### config.mk
export PLATFORM = sky130hd
export DESIGN_NAME = imem_loader
export DESIGN_NICKNAME = d
export VERILOG_FILES = /design/src/rtl/riscv_sys_pkg.sv /design/src/rtl/byte_packer.sv /design/src/rtl/imem_loader.sv
export SDC_FILE = /design/constraint.sdc
export NUM_CORES = 1
export LEC_CHECK = 0
export CAP_MARGIN = 20
export CORE_ASPECT_RATIO = 2
export CORE_UTILIZATION = 53
export CTS_BUF_LIST = sky130_fd_sc_hd__clkbuf_8
export CTS_CLUSTER_SIZE = 40
export DETAILED_ROUTE_END_ITERATION = 7
export HOLD_SLACK_MARGIN = 0.08
export PLACE_DENSITY = 0.88
export SYNTH_ARGS = -nofsm -noshare
export SYNTH_HDL_FRONTEND = slang
export SYNTH_SLANG_ARGS = --single-unit
### constraint.sdc
create_clock -name clk -period 2.2 [get_ports clk]
set_input_delay 0.33 -clock clk [delete_from_list [all_inputs] [get_ports clk]]
set_output_delay 0.33 -clock clk [all_outputs]
set_load 0.005 [all_outputs]
### src/rtl/riscv_sys_pkg.sv
// rtl/riscv_sys_pkg.sv - shared constants and the loader state encoding
package riscv_sys_pkg;

    localparam int IMEM_ADDR_W = 9;

    localparam logic [6:0] OP_IMM    = 7'b0010011;
    localparam logic [6:0] OP_REG    = 7'b0110011;
    localparam logic [6:0] OP_LOAD   = 7'b0000011;
    localparam logic [6:0] OP_STORE  = 7'b0100011;
    localparam logic [6:0] OP_BRANCH = 7'b1100011;

    typedef enum logic [2:0] {
        ST_IDLE,
        ST_LEN_LO,
        ST_LEN_HI,
        ST_DATA,
        ST_CSUM,
        ST_DONE,
        ST_ERR
    } loader_state_t;

endpackage

### src/rtl/byte_packer.sv
// rtl/byte_packer.sv - little-endian byte-to-word assembler with a one-cycle word strobe
module byte_packer (
    input  logic        clk,
    input  logic        rst,
    input  logic        clear,
    input  logic        in_valid,
    input  logic [7:0]  in_data,
    output logic        word_end,
    output logic        word_valid,
    output logic [31:0] word
);

    logic [1:0]  cnt;
    logic [23:0] acc;

    assign word_end = in_valid && (cnt == 2'd3);

    // Bytes shift in from the top so the first byte ends up in bits [7:0].
    always_ff @(posedge clk or negedge rst) begin
        if (!rst) begin
            cnt        <= '0;
            acc        <= '0;
            word_valid <= 1'b0;
            word       <= '0;
        end else begin
            word_valid <= 1'b0;
            if (clear) begin
                cnt <= '0;
                acc <= '0;
            end else if (in_valid) begin
                cnt <= cnt + 2'd1;
                if (cnt == 2'd3) begin
                    word       <= {in_data, acc};
                    word_valid <= 1'b1;
                end else begin
                    acc <= {in_data, acc[23:8]};
                end
            end
        end
    end

endmodule

### src/rtl/imem_loader.sv
// rtl/imem_loader.sv - boot loader writing a checksummed byte stream into instruction memory
module imem_loader
    import riscv_sys_pkg::*;
#(
    parameter int ADDR_W    = IMEM_ADDR_W,
    parameter int MAX_WORDS = 128,
    parameter int BASE_ADDR = 0
) (
    input  logic              clk,
    input  logic              rst,
    input  logic              start,
    input  logic [7:0]        rx_data,
    input  logic              rx_valid,
    output logic              rx_ready,
    output logic              mem_we,
    output logic [ADDR_W-1:0] mem_addr,
    output logic [31:0]       mem_din,
    output logic              cpu_rst,
    output logic              busy,
    output logic              done,
    output logic              error,
    output logic [7:0]        words_loaded
);

    loader_state_t state, state_next;

    logic [7:0]  len_lo;
    logic [15:0] len;
    logic [15:0] len_full;
    logic [15:0] word_cnt;
    logic [7:0]  csum;
    logic        accept;
    logic        data_fire;
    logic        start_ok;
    logic        len_bad;
    logic        word_end;

    assign rx_ready  = (state == ST_LEN_LO) || (state == ST_LEN_HI) ||
                       (state == ST_DATA)   || (state == ST_CSUM);
    assign busy      = rx_ready;
    assign done      = (state == ST_DONE);
    assign error     = (state == ST_ERR);
    assign cpu_rst   = (state != ST_DONE);
    assign accept    = rx_valid && rx_ready;
    assign data_fire = accept && (state == ST_DATA);
    assign start_ok  = start && ((state == ST_IDLE) || (state == ST_DONE) || (state == ST_ERR));
    assign len_full  = {rx_data, len_lo};
    assign len_bad   = (len_full == 16'd0) || (len_full > 16'(MAX_WORDS));

    byte_packer u_packer (
        .clk        (clk),
        .rst        (rst),
        .clear      (start_ok),
        .in_valid   (data_fire),
        .in_data    (rx_data),
        .word_end   (word_end),
        .word_valid (mem_we),
        .word       (mem_din)
    );

    always_ff @(posedge clk or negedge rst) begin
        if (!rst) begin
            state <= ST_IDLE;
        end else begin
            state <= state_next;
        end
    end

    always_comb begin
        state_next = state;
        case (state)
            ST_IDLE, ST_DONE, ST_ERR: if (start_ok) state_next = ST_LEN_LO;
            ST_LEN_LO:                if (accept) state_next = ST_LEN_HI;
            ST_LEN_HI:                if (accept) state_next = len_bad ? ST_ERR : ST_DATA;
            ST_DATA:                  if (word_end && (word_cnt + 16'd1 == len)) state_next = ST_CSUM;
            ST_CSUM:                  if (accept) state_next = (rx_data == csum) ? ST_DONE : ST_ERR;
            default:                  state_next = ST_IDLE;
        endcase
    end

    always_ff @(posedge clk or negedge rst) begin
        if (!rst) begin
            len_lo       <= '0;
            len          <= '0;
            word_cnt     <= '0;
            csum         <= '0;
            words_loaded <= '0;
            mem_addr     <= '0;
        end else if (start_ok) begin
            word_cnt     <= '0;
            csum         <= '0;
            words_loaded <= '0;
        end else begin
            if (accept && (state == ST_LEN_LO)) len_lo <= rx_data;
            if (accept && (state == ST_LEN_HI)) len    <= len_full;
            if (data_fire) csum <= csum ^ rx_data;
            // Address is registered alongside the packed word so both appear in the write cycle.
            if (word_end) begin
                mem_addr <= ADDR_W'(BASE_ADDR) + ADDR_W'({word_cnt, 2'b00});
                word_cnt <= word_cnt + 16'd1;
                if (words_loaded != 8'hFF) words_loaded <= words_loaded + 8'd1;
            end
        end
    end

endmodule

==> reports/qor.txt, run 1 <==
=================================================================================================================
RD Place Congestion                                                                                        0.8911
H-tree Lvls                                                                                                     4
Largest net degree at the start of global routing                                                              53
Area of the core region                                                                               0.01088 mm2
Area of the multi-input gates                                                                        0.002683 mm2
Main combinational cell family by area after synthesis                                               simple AND/OR/NAND/NOR gates
I/O pin total                                                                                                  67
Master of the slowest instance on the critical path                                                         or4_4
Switching portion of total power                                                                           0.3412
Setup repair after global routing missed its margin                                                          true
Area Overhead vs Synth                                                                                     26.48%
Fin Hold WS                                                                                             0.3813 ns
Cell taking the most area after synthesis                                                                 dfrtp_1
Commonest register cell after synthesis                                                                   dfrtp_1
Core Rows                                                                                                      54
Series of cell instances along the critical path                                                     ha_4 -> nand4_4 -> or4_4 -> o31ai_4 -> nand4_1 -> nor4_4 -> o21ai_1
Period utilization                                                                                         0.9812
Layout Utilization                                                                                         0.6912
Clock tree from TritonCTS                                                                                    done
Maximum fanout count along the critical path                                                                    3
Initial standard-cell utilization of the core                                                              0.5465
Synthesized area per cell                                                                               9.145 um2
Achievable frequency                                                                                   0.4633 GHz
Clk Latency, worst-skew pair                                                                              0.44 ns
Diode count                                                                                                     0
Register cell area after layout                                                                      0.003133 mm2
Number of remaining DRC errors                                                                                  0
Number of distinct library cell variants in the gate-level netlist after synthesis                             54
Clock share of power                                                                                        0.252
Overall routing resource usage                                                                             0.2950
Total number of nets in the final design                                                                      756
Time the final worst path needs with I/O delays and setup                                                2.159 ns
Clk pin slew, worst setup/hold paths                                                                      0.07 ns
Buf+Inv Stages, Crit Path                                                                                       0
DIE AREA                                                                                              0.01167 mm2
Tightest Pin Transition                                                                                 0.5865 ns
Post-synthesis instance area                                                                         0.005944 mm2
Capturing element type of the critical path                                                              register
Total detailed-routing wirelength                                                                        16.44 mm
Comb pwr share                                                                                              0.318
Critical path's largest stage delay                                                                       0.46 ns
Final Instance Count excl. Fillers                                                                            894
Worst endpoint data arrival time                                                                          2.47 ns
Kind of cell adding the most delay to the critical path                                              simple AND/OR/NAND/NOR gates
Yosys warns                                                                                                     0
Cell internal pwr                                                                                      0.005411 W
Share of the synthesized area in compound gates (AO/OA/AOI/OAI)                                            0.1090
Arithmetic-cell share of the synthesized area counting full adders, half adders and majority gates       0.006314
Number of pins exceeding their max-slew limit in the final report                                               0
Dominant cells by area after synthesis                                                               dfrtp_1 53%, nand2_1 13%, mux2_2 4.4%, o21ai_0 4.1%, xnor2_1 3.1%
Fill cells                                                                                                    721
Number of buffers inserted by port buffering                                                                   64
Path type of the worst setup path                                                                         reg2reg
Total placed instance area                                                                           0.006950 mm2
Total clock buffers created by CTS                                                                             17
Parity-gate share of the synthesized area counting xor and xnor cells                                     0.05009
Final number of setup-violating endpoints                                                                       0
Hold WC Path Type                                                                                        in2async
Synth top area share                                                                                       0.5262
Average wire length per cell after detail routing                                                        18.39 um
Clock tree skew after final layout                                                                    0.007259 ns
# clock sinks                                                                                                 125
Power per cell area                                                                                   1092 mW/mm2
Portion of total power attributed to sequential cells                                                       0.430
Final Hold Viols                                                                                                0
Maximum vdd drop                                                                                      0.0007478 V
Drt first pass iters                                                                                            5
Cells after Synth                                                                                             650
Post-route cell area                                                                                 0.007518 mm2
Final HPWL DP                                                                                            10.82 mm
Number of enable-type register cells in the synthesized netlist                                                 0
Synthesized flop and latch total                                                                              125
Type of element launching the critical path                                                              register
Maximum clock insertion buffer count                                                                            2
Crit path required time                                                                                   2.51 ns
Net Sw Power                                                                                           0.002803 W
Via total after detailed routing                                                                             5339
Simple-Gate Fraction of Synth Area                                                                         0.2204
Share of cell area taken by muxes after synthesis                                                         0.04694
Max-Slew Margin vs Limit                                                                                   0.6086
Share of final-layout standard cells stronger than drive strength 1                                        0.1764
Initial antenna violation count                                                                                 0
Root buffer selected by CTS                                                                              clkbuf_8
Run status                                                                                           finished, final reports clean
Sequential-to-total area share from yosys stat                                                             0.5262
Standby leakage power                                                                                    3.458 nW
Number of cells after detailed placement                                                                      856
Worst reg-to-reg setup slack                                                                              0.04 ns
Vias in the first global route                                                                               5465
First-pass GRT wire length                                                                               26.28 mm
GR Overflow Total                                                                                               0
Violation count after the first detailed-routing iteration                                                    559
Ys async rst share                                                                                          1.000
Die H                                                                                                    151.8 um
Post-route ant nets                                                                                             0
Via density per instance                                                                                    5.972
Max capacitance violation total                                                                                 0
Die Width                                                                                                76.89 um
=================================================================================================================
-- per-stage QoR --
stage	TNS [ns]	worst slack, ns	total power [W]
after floorplan	0	0.01498	0.004886
after global placement	-0.03909	-0.01469	0.005721
after detailed placement	-1.297	-0.1742	0.005886
after CTS	0	0.02737	0.008064
after global routing	-0.2356	-0.08903	0.008630
final	0	0.04145	0.008214
-- power groups by stage --
| stage | Sequential (W) | Combinational, W | Clock, W |
|---|---|---|---|
| finish | 0.00353 | 0.00261 | 0.00207 |
| global route | 0.00360 | 0.00284 | 0.00220 |
| CTS | 0.00351 | 0.00247 | 0.00209 |
| detailed placement | 0.00351 | 0.00238 | 0 |
| global placement | 0.00346 | 0.00226 | 0 |
| floorplan | 0.00333 | 0.00155 | 0 |
-- cells in the final DEF, fill, tap and decap left out, types with 3 or more instances in the layout --
master,n
nand2_1,198
dfrtp_1,121
clkdlybuf4s50_1,63
buf_4,54
o21ai_0,46
a21oi_1,31
nor2_1,30
mux2_2,23
xnor2_1,20
clkbuf_8,19
xor2_1,13
nand4_1,10
nand3_1,9
inv_1,8
nor3_1,6
o41ai_1,5
o31ai_1,5
and2_1,4
a31oi_1,4
and3_1,4
clkinvlp_4,4
dfrtp_2,4
nand3b_1,3
nor4_1,3
or3_1,3
bufinv_16,3
-- routing by layer --
metal  part of all wire  wire length, um  GRT usage
met1               0.35             5703     0.3109
met2               0.54             8852     0.5228
met3              0.056              924    0.06048
met4              0.059              964     0.2048
met5                  0                0          0
-- layout make-up --
class                           instances  area share
Sequential cell                       125      0.4167
Multi-Input combinational cell        471      0.3568
Timing Repair Buffer                  121      0.1459
Clock buffer                           19     0.03478
Tap cell                              140     0.02330
Clock inverter                         13     0.01997
Inverter                                5    0.002496
-- logic make-up after synthesis --
family	Yosys count
AOI/OAI and AO/OA	111
xor gates and xnor gates	34
adders and majority gates	3
buffers and inverters	55
DFF	125
muxes	25
other	1
and+or+nand+nor	296
-- cell usage after synthesis, types with 6 or more instances --
| cell | number |
|---|---|
| nor2_1 | 33 |
| xnor2_1 | 21 |
| nand3_1 | 9 |
| nand4_1 | 10 |
| o21ai_0 | 49 |
| buf_2 | 12 |
| nor3_1 | 6 |
| dfrtp_1 | 125 |
| o31ai_1 | 6 |
| nand2_1 | 199 |
| a21oi_1 | 31 |
| clkbuf_1 | 29 |
| mux2_2 | 23 |
| xor2_1 | 13 |
-- worst reg2reg max path, delay by kind of cell (launching register included) --
kind | cells | cell delay (ns)
adder cells (fa/ha/maj) | 1 | 0.18
AO/OA/AOI/OAI | 2 | 0.29
AND/OR/NAND/NOR | 4 | 1.15
flip-flops | 1 | 0.42
-- state kept, by name (all words and copies together), names as in the netlist --
signal / cells
csum: 8
state: 3
u_packer.word: 32
len_lo: 8
mem_addr: 7
u_packer.word_valid: 1
u_packer.acc: 24
u_packer.cnt: 2
word_cnt: 16
len: 16
words_loaded: 8
-- final timing paths --
check | startpoint | endpoint | cells after the start
min in group clk | u_packer.word[17]$_DFFE_PN0P_ | u_packer.word[17]$_DFFE_PN0P_ | 2
setup reg to reg | word_cnt[0]$_DFFE_PN0P_ | state[1]$_DFFE_PN0P_ | 7
setup / recovery | word_cnt[0]$_DFFE_PN0P_ | state[1]$_DFFE_PN0P_ | 7
hold / removal | rst | words_loaded[0]$_DFFE_PN0P_ | 2
hold reg to reg | u_packer.word[17]$_DFFE_PN0P_ | u_packer.word[17]$_DFFE_PN0P_ | 2
max in group asynchronous | rst | word_cnt[3]$_DFFE_PN0P_ | 3
-- what timing repair did --
| item | 4_1_cts | 5_1_grt |
|---|---|---|
| endpoints found under the setup margin | 16 | 25 |
| gates resized for setup | 11 | 15 |
| setup buffers | 1 | 4 |
| pin swaps | 2 | 3 |
| hold buffers | 1 | 0 |
| endpoints found under the hold margin | 29 | 0 |
(Power assumes the default switching activity.)
==> run 2, diff against run 1 <==
--- a/config.mk
+++ b/config.mk
@@ -9,7 +9,7 @@
 export CORE_ASPECT_RATIO = 2
 export CORE_UTILIZATION = 53
 export CTS_BUF_LIST = sky130_fd_sc_hd__clkbuf_8
-export CTS_CLUSTER_SIZE = 40
+export CTS_CLUSTER_SIZE = 12
 export DETAILED_ROUTE_END_ITERATION = 7
 export HOLD_SLACK_MARGIN = 0.08
 export PLACE_DENSITY = 0.88
==> constraint.sdc (replaced) <==
create_clock -name clk -period 1.8 [get_ports clk]
set_input_delay 0.27 -clock clk [delete_from_list [all_inputs] [get_ports clk]]
set_output_delay 0.27 -clock clk [all_outputs]
set_load 0.005 [all_outputs]
==> reports/qor.txt, run 2 (same netlist as run 1, synthesis figures left out) <==
==================================================================================
RD Place Congestion                                                         0.8783   -1.4%
Register cell area after layout                                       0.003139 mm2   +0.20%
Clk pin slew, worst setup/hold paths                                       0.08 ns   about the same
Top register by number of flip-flops                                  u_packer.word
Final number of setup-violating endpoints                                       57   +57
Via density per instance                                                     6.806   +14%
Max-Slew Margin vs Limit                                                    0.5543   -0.05423
Worst reg-to-reg path cell count                                                 7   unchanged
Area of the core region                                                0.01088 mm2   unchanged
Final WS setup                                                          -0.6321 ns   -0.6736 ns
Via total after detailed routing                                              6513   +22%
Share of final-layout standard cells stronger than drive strength 1         0.3293   +0.1529
Max capacitance violation total                                                  0   unchanged
Tightest Pin Transition                                                  0.6634 ns   +0.07688 ns
Worst endpoint data arrival time                                           2.77 ns   +0.30 ns
Root buffer selected by CTS                                               clkbuf_8
Crit path required time                                                    2.14 ns   -0.37 ns
Most used cells in the layout excluding fill and tap cells            192 x nand2_1, 116 x dfrtp_1, 90 x buf_4
Capturing instance or port of the critical path                       state[0]$_DFFE_PN0P_
Reg-to-reg endpoint                                                   state[0]$_DFFE_PN0P_
Number of cells after detailed placement                                       889   +3.9%
Worst reg-to-reg setup slack                                              -0.63 ns   -0.67 ns
DIE AREA                                                               0.01167 mm2   unchanged
Violated checks                                                       DRC, setup timing
Number of remaining DRC errors                                                   1   +1
Maximum fanout count along the critical path                                     2   -1
Average wire length per cell after detail routing                         25.92 um   +41%
Violation count after the first detailed-routing iteration                     814   +46%
Period utilization                                                           1.351   +0.3700
Final Instance Count excl. Fillers                                             957   +7.0%
Maximum clock insertion buffer count                                             2   unchanged
Maximum vdd drop                                                        0.001077 V   +44%
Final Hold Viols                                                                 0   unchanged
Final HPWL DP                                                             11.91 mm   +10%
Largest net degree at the start of global routing                               51   -3.8%
Vias in the first global route                                                5957   +9.0%
Launching point of the worst reg2reg path                             len_lo[5]$_DFFE_PN0P_
Time the final worst path needs with I/O delays and setup                 2.432 ns   +0.2736 ns
Total number of nets in the final design                                       819   +8.3%
Area of the multi-input gates                                         0.003078 mm2   +15%
Clock tree from TritonCTS                                                     done
Total detailed-routing wirelength                                         24.81 mm   +51%
Setup repair after global routing missed its margin                           true
Die H                                                                     151.8 um   unchanged
Most common cell after layout, fill and taps aside                         nand2_1
First-pass GRT wire length                                                29.55 mm   +12%
Worst Setup Slack post-DPL                                              -0.5750 ns   -0.4008 ns
Initial standard-cell utilization of the core                               0.5465   unchanged
Overall routing resource usage                                              0.3342   +0.03920
Clk Latency, worst-skew pair                                               0.46 ns   +0.02 ns
Max reg flops                                                                   32   unchanged
Hold WC Path Type                                                         in2async
Post-route ant nets                                                              0   unchanged
Capturing element type of the critical path                               register
Number of buffers inserted by port buffering                                    64   unchanged
Path type of the worst setup path                                          reg2reg
Standby leakage power                                                     4.006 nW   +16%
I/O pin total                                                                   67   unchanged
Drt first pass iters                                                             8   +3
Diode count                                                                      0   unchanged
Largest registers                                                     u_packer.word: 32 flops, u_packer.acc: 24 flops
Crit path from                                                        len_lo[5]$_DFFE_PN0P_
Clock tree skew after final layout                                     0.008944 ns   +0.001685 ns
Die Width                                                                 76.89 um   unchanged
Final Power                                                              0.01220 W   +49%
Power per cell area                                                    1412 mW/mm2   +29%
GR Overflow Total                                                                0   unchanged
Core Rows                                                                       54   unchanged
Fill cells                                                                     521   -28%
Achievable frequency                                                    0.4112 GHz   -11%
# clock sinks                                                                  125   unchanged
Run status                                                            finished with violations
Total clock buffers created by CTS                                              17   unchanged
Initial antenna violation count                                                  0   unchanged
Type of element launching the critical path                               register
Layout Utilization                                                          0.7941   +0.1029
Area Overhead vs Synth                                                      45.32%
Number of pins exceeding their max-slew limit in the final report                0   unchanged
H-tree Lvls                                                                      4   unchanged
==================================================================================
## run 2: cell types whose count changed in the layout (fill, tap and decap cells not counted), sizes merged
| cell | change |
|---|---|
| clkinv | +2 |
| nor2 | +1 |
| inv | -1 |
| clkdlybuf4s15 | +1 |
| clkdlybuf4s50 | -5 |
| buf | +59 |
| clkbuf | +5 |
| dlygate4sd2 | +1 |
## run 2: what timing repair did
item                                    4_1_cts  5_1_grt
buffers inserted                             15       15
endpoints found under the setup margin       57       89
hold buffers                                  1        0
pin swaps                                     4       33
hold endpoints to repair                     35        0
gates cloned                                  1        9
resized for setup                            47      139
## run 2: how the worst min path moves through the flow
stage | to | startpoint | slack [ns]
floorplan | csum[0]$_DFFE_PN0P_ | rst | -0.03
global placement | words_loaded[5]$_DFFE_PN0P_ | rst | 0.27
detailed placement | words_loaded[7]$_DFFE_PN0P_ | rst | 0.28
CTS | words_loaded[5]$_DFFE_PN0P_ | rst | 0.34
global route | words_loaded[5]$_DFFE_PN0P_ | rst | 0.38
finish | words_loaded[7]$_DFFE_PN0P_ | rst | 0.34
## run 2: report_power, final
group	switching, W	internal [W]
Clock	0.00125	0.00140
Sequential	0.000814	0.00360
Combinational	0.00266	0.00248
Total	0.00472	0.00748
## run 2: final cells by class
class	instances	area share
Tap cell	140	0.02028
Clock inverter	14	0.01955
Sequential cell	125	0.3634
Inverter	5	0.003042
Timing Repair Buffer	183	0.2087
Multi-Input combinational cell	472	0.3563
Clock buffer	18	0.02868
## run 2: per-layer routing
| metal | GRT usage | vias to the layer above | share of wire |
|---|---|---|---|
| met2 | 0.5938 | 647 | 0.48 |
| met5 | 0 | - | 0 |
| met1 | 0.3312 | 3096 | 0.31 |
| met3 | 0.06826 | 276 | 0.095 |
| li1 | - | 2494 | - |
| met4 | 0.2798 | 0 | 0.11 |
## run 2: worst max-delay path, cell delays in order (launching register included)
cell	delay [ns]
dfrtp_1	0.42
or4_1	0.58
nor3_1	0.58
nor3b_2	0.14
buf_4	0.18
o22ai_1	0.15
a21o_1	0.17
o21ai_1	0.08
## run 2: metrics by stage
step                setup TNS [ns]  hold slack (ns)  area, um2
detailed placement          -17.57           0.2808       7283
CTS                        -0.8554           0.3423       7945
finish                      -4.590           0.3443       8638
global route                -6.502           0.3758       8638
floorplan                  -0.2014         -0.02559       5991
global placement            -12.48           0.2745       7283
